$ cat src/rtl/lc4_mp_pkg.sv
// Shared types and constants for the LC4 multi-precision shift sequencer.
package lc4_mp_pkg;

  typedef enum logic [1:0] {
    IDLE = 2'd0,
    READ = 2'd1,
    EXEC = 2'd2,
    DONE = 2'd3
  } state_t;

  // SDR2: result = {carry, r2[W-1:1]}
  localparam logic [19:0] SDR2_INSN = 20'h0A030;

  localparam int LC4_WORD_SIZE = 64;
  localparam int LC4_DADDR     = 4;

endpackage

$ cat src/rtl/lc4_mp_shift_seq.sv
// Multi-precision right shift by one bit through the LC4 SDR2 op, top limb first, 2 cycles/limb + 1.
// Define LC4_MP_SHIFT_COUNT_EN to add i_shamt, which repeats the whole pass shamt times.
module lc4_mp_shift_seq
  import lc4_mp_pkg::*;
#(
  parameter int WORD_SIZE = LC4_WORD_SIZE,
  parameter int DADDR     = LC4_DADDR,
  parameter int INSN      = 19
) (
  input  logic                 clk,
  input  logic                 rst,
  input  logic                 i_start,
  input  logic [DADDR-1:0]     i_base,
  input  logic [DADDR:0]       i_nlimbs,
  input  logic                 i_cin,
`ifdef LC4_MP_SHIFT_COUNT_EN
  input  logic [5:0]           i_shamt,
`endif
  output logic                 o_busy,
  output logic                 o_done,
  output logic                 o_cout,
  output logic                 o_rd_en,
  output logic [DADDR-1:0]     o_rd_addr,
  input  logic [WORD_SIZE-1:0] i_rd_data,
  output logic                 o_wr_en,
  output logic [DADDR-1:0]     o_wr_addr,
  output logic [WORD_SIZE-1:0] o_wr_data,
  output logic [INSN:0]        o_alu_insn,
  output logic [WORD_SIZE-1:0] o_alu_r2data,
  output logic                 o_alu_carry,
  input  logic [WORD_SIZE-1:0] i_alu_result
);

  state_t           state, state_nxt;
  logic [DADDR-1:0] cur;
  logic [DADDR:0]   remaining;
  logic             carry_reg;
  logic [DADDR-1:0] top_addr;
  logic             start_empty;
  logic             last_limb;
  logic             final_pass;

  // Top limb address; nlimbs == 2^DADDR folds to base-1, which is the same limb mod 2^DADDR.
  assign top_addr  = i_base + i_nlimbs[DADDR-1:0] - DADDR'(1);
  assign last_limb = (remaining == (DADDR+1)'(1));

`ifdef LC4_MP_SHIFT_COUNT_EN
  logic [5:0]       passes;
  logic [DADDR-1:0] top_reg;
  logic [DADDR:0]   nlimbs_reg;
  logic             cin_reg;

  assign start_empty = (i_nlimbs == '0) || (i_shamt == '0);
  assign final_pass  = (passes == 6'd1);
`else
  assign start_empty = (i_nlimbs == '0);
  assign final_pass  = 1'b1;
`endif

  always_comb begin
    state_nxt    = state;
    o_busy       = 1'b1;
    o_done       = 1'b0;
    o_rd_en      = 1'b0;
    o_rd_addr    = '0;
    o_wr_en      = 1'b0;
    o_wr_addr    = '0;
    o_wr_data    = '0;
    o_alu_insn   = '0;
    o_alu_r2data = '0;
    o_alu_carry  = 1'b0;
    case (state)
      IDLE: begin
        o_busy = 1'b0;
        if (i_start) state_nxt = start_empty ? DONE : READ;
      end
      READ: begin
        o_rd_en   = 1'b1;
        o_rd_addr = cur;
        state_nxt = EXEC;
      end
      EXEC: begin
        o_alu_insn   = (INSN+1)'(SDR2_INSN);
        o_alu_r2data = i_rd_data;
        o_alu_carry  = carry_reg;
        o_wr_en      = 1'b1;
        o_wr_addr    = cur;
        o_wr_data    = i_alu_result;
        state_nxt    = (last_limb && final_pass) ? DONE : READ;
      end
      DONE: begin
        o_done    = 1'b1;
        state_nxt = IDLE;
      end
      default: state_nxt = IDLE;
    endcase
  end

  always_ff @(posedge clk) begin
    if (rst) begin
      state     <= IDLE;
      cur       <= '0;
      remaining <= '0;
      carry_reg <= 1'b0;
      o_cout    <= 1'b0;
`ifdef LC4_MP_SHIFT_COUNT_EN
      passes     <= '0;
      top_reg    <= '0;
      nlimbs_reg <= '0;
      cin_reg    <= 1'b0;
`endif
    end else begin
      state <= state_nxt;
      case (state)
        IDLE: begin
          if (i_start) begin
            carry_reg <= i_cin;
            cur       <= top_addr;
            remaining <= i_nlimbs;
`ifdef LC4_MP_SHIFT_COUNT_EN
            passes     <= i_shamt;
            top_reg    <= top_addr;
            nlimbs_reg <= i_nlimbs;
            cin_reg    <= i_cin;
`endif
          end
        end
        EXEC: begin
          if (!last_limb) begin
            cur       <= cur - DADDR'(1);
            remaining <= remaining - (DADDR+1)'(1);
            carry_reg <= i_rd_data[0];
          end
`ifdef LC4_MP_SHIFT_COUNT_EN
          // Another pass: restart at the top limb with the original carry-in.
          else if (!final_pass) begin
            passes    <= passes - 6'd1;
            cur       <= top_reg;
            remaining <= nlimbs_reg;
            carry_reg <= cin_reg;
          end
`endif
          else begin
            remaining <= remaining - (DADDR+1)'(1);
            carry_reg <= i_rd_data[0];
          end
        end
        DONE: o_cout <= carry_reg;
        default: ;
      endcase
    end
  end

endmodule

$ cat config.mk
export PLATFORM = sky130hd
export DESIGN_NAME = lc4_mp_shift_seq
export DESIGN_NICKNAME = d
export VERILOG_FILES = /design/src/rtl/lc4_mp_pkg.sv /design/src/rtl/lc4_mp_shift_seq.sv
export SDC_FILE = /design/constraint.sdc
export NUM_CORES = 1
export LEC_CHECK = 0
export ABC_CLOCK_PERIOD_IN_PS = 5000
export CAP_MARGIN = 10
export CORE_AREA = 3 3 116 118
export DETAILED_ROUTE_END_ITERATION = 8
export DIE_AREA = 0 0 119 121
export GPL_ROUTABILITY_DRIVEN = 0
export SYNTH_ARGS = -nofsm -noshare
export SYNTH_HDL_FRONTEND = slang
export SYNTH_SLANG_ARGS = --single-unit
$ cat constraint.sdc
create_clock -name clk -period 5 [get_ports clk]
set_clock_uncertainty 0.1 [all_clocks]
set_input_delay 1.25 -clock clk [delete_from_list [all_inputs] [get_ports clk]]
set_output_delay 1.25 -clock clk [all_outputs]
set_load 0.05 [all_outputs]
==> qor.txt <==
Comb pwr share: 0.611
Reg power frac: 0.174
CTS root buf: clkbuf_16
Slew @ Worst Pin: 0.586 ns
Sw Share: 0.417
CP Capture Type: output pin
Critical Path AT: 2.92 ns
Overflow after GRT: 0
Reg with most FFs: remaining
FP Rows: 41
Synthesized instance count: 282
Crit Path Class: flip-flop to output pin
DRT antenna net count: 0
Worst skew pair latency: 0.24 ns
Max-slew violations: 0
Ys async rst share: 0
Ys flop type: dfxtp_1
Post-synthesis sequential area ratio: 0.135
Crit path max fanout: 38
Share of the synthesized area in the top cell type: 0.440
RSZ-0062 raised after global routing: no
Biggest regs: remaining (5), cur (4), state (2)
Post-route DRC: 0
Vias per inst: 3.75
EDFF count, synth: 0
Flops & latches, synth: 13
Critical path launch point type: flip-flop
Worst setup path start: state[1]$_SDFFE_PP0P_
Postcts setup bufs: 0
Die Y: 121 um
Top-count cell post-synth: and2_1
Final setup fails: 0
Syn Area/Cell: 6.85 sq um
Initial DRC Count: 66
Total track usage: 0.135
Internal power: 0.419 mW
Chip Width: 119 um
Clock-pin slew on the worst setup and hold paths: 0.05 ns
Post-Synthesis Cell Area: 1930 sq um
Power density over the cells: 145 nW/um^2
Ports: 303
Antenna violations before repair: 0
Fill cell count: 1295
Maxcap violations: 0
Tmin final: 4.27 ns
Count of nets after finishing: 700
Clock power share: 0.214
H-tree depth: 1
Detailed placement HPWL: 9370 um
Vias in the first global route: 2716
Core ar.: 12600 sq um
Synth cell count leaders: and2_1, buf_4, inv_1
Worst R2R Start: state[1]$_SDFFE_PP0P_
Final hold vios: 0
First-pass GRT wire length: 15400 um
CTS buffer count: 3
Peak Freq: 234 MHz
Hold Startpoint: remaining[1]$_SDFFE_PP0P_
Clock Tree Buf Depth: 2
Syn. warnings: 0
Layout cells sized above 1: 0.0236
Leakage: 1.92 nW
Area growth syn-to-layout: 156%
Initial Utilization: 0.154
Hold-fix buffers at CTS: 0
CTS tree: done
Finished Layout Cells: 722
Post-DR wirelength/cell: 15.0 um
Clock Sinks: 13
First-pass iteration count of the detailed router: 4
Status: finished clean
Antenna diodes: 0
Cell taking the most area after synthesis: and2_1
Largest net degree at the start of global routing: 84
Worst ir drop on vdd: 0.139 mV
Routed WL: 10800 um
Total negative slack: 0 ns
Largest cells by area after synthesis: and2_1, dfxtp_1, buf_4
Worst Hold Class: flip-flop to flip-flop
Net switching power: 0.300 mW
CP required: 3.65 ns
Max reg flops: 5
Worst slew margin: 0.608
Port Buf Inserts: 286
Die area: 14400 sq um
Tcrit/Tclk final: 0.854
Post-CTS sizing: 0
Hold WS: 0.370 ns
Synth cell types: 42
Placed Cells: 718
Total number of vias: 2710
path summary, 6_finish.rpt:
path | cells after the start | end | slack (ns)
setup / recovery | 5 | o_wr_data[25] | 0.73
hold / removal | 2 | remaining[1]$_SDFFE_PP0P_ | 0.37
setup reg to reg | 6 | cur[2]$_SDFFE_PP0P_ | 2.57
hold reg to reg | 2 | remaining[1]$_SDFFE_PP0P_ | 0.37
metrics by stage:
stage | setup slack (ns) | cell area [sq um] | utilization | power, mW
final | 0.729 | 4950 | 0.394 | 0.719
after global routing | 0.465 | 4950 | 0.394 | 0.756
after CTS | 0.678 | 4950 | 0.394 | 0.726
after detailed placement | 0.926 | 4870 | 0.387 | 0.568
after global placement | 0.930 | 4870 | 0.387 | 0.566
after floorplan | 1.80 | 1990 | - | 0.380
layout by cell type (no fill, tap or decap), types with 4 or more instances in the layout:
| cell type | Yosys | final |
|---|---|---|
| clkdlybuf4s50_1 | 0 | 286 |
| and2_1 | 136 | 136 |
| inv_1 | 16 | 16 |
| conb_1 | 1 | 16 |
| dfxtp_1 | 13 | 13 |
| nor2_1 | 10 | 10 |
| nand2_1 | 9 | 9 |
| ha_1 | 7 | 7 |
| a21oi_1 | 6 | 6 |
| nor3_1 | 4 | 4 |
worst max-delay path: stages, from the launching register on:
cell and delay (ns):
dfxtp_1 0.56, nand2b_1 0.38, clkinv_2 0.36, buf_4 0.36, and2_1 0.18, clkdlybuf4s50_1 0.81
layout make-up:
class                   instances  area (sq um)  area share
well taps                     172           215      0.0435
flip-flops and latches         13           260      0.0526
inverters                      17          65.1      0.0131
clock buffers                   3          75.1      0.0152
clock inverters                 1          5.00     0.00101
multi-input cells             228          1440       0.291
repair buffers                288          2890       0.584
power groups by stage:
stage          registers, mW  clock network (mW)  logic (mW)
2_1_floorplan          0.123                   0       0.256
6_report               0.125               0.154       0.439
3_3_place_gp           0.127                   0       0.439
3_5_place_dp           0.127                   0       0.441
4_1_cts                0.125               0.158       0.444
5_1_grt                0.127               0.163       0.466
per-layer routing:
metal,vias up,GRT usage,share of wire
li1,1377,-,-
met1,1157,0.161,0.41
met2,168,0.233,0.48
met3,8,0.0499,0.10
met4,0,0.0246,0.010
met5,-,0,0
cell families (layout without fill, tap and decap cells):
logic type | after synthesis | count (layout) | synth area share
AOI/OAI and AO/OA | 27 | 27 | 0.0958
xor gates and xnor gates | 5 | 5 | 0.0227
adders and majority gates | 8 | 8 | 0.0557
buffers and inverters | 56 | 309 | 0.151
DFF | 13 | 13 | 0.135
muxes | 2 | 2 | 0.0110
other | 1 | 16 | 0.00194
and+or+nand+nor | 170 | 170 | 0.528
(Power assumes the default switching activity.)
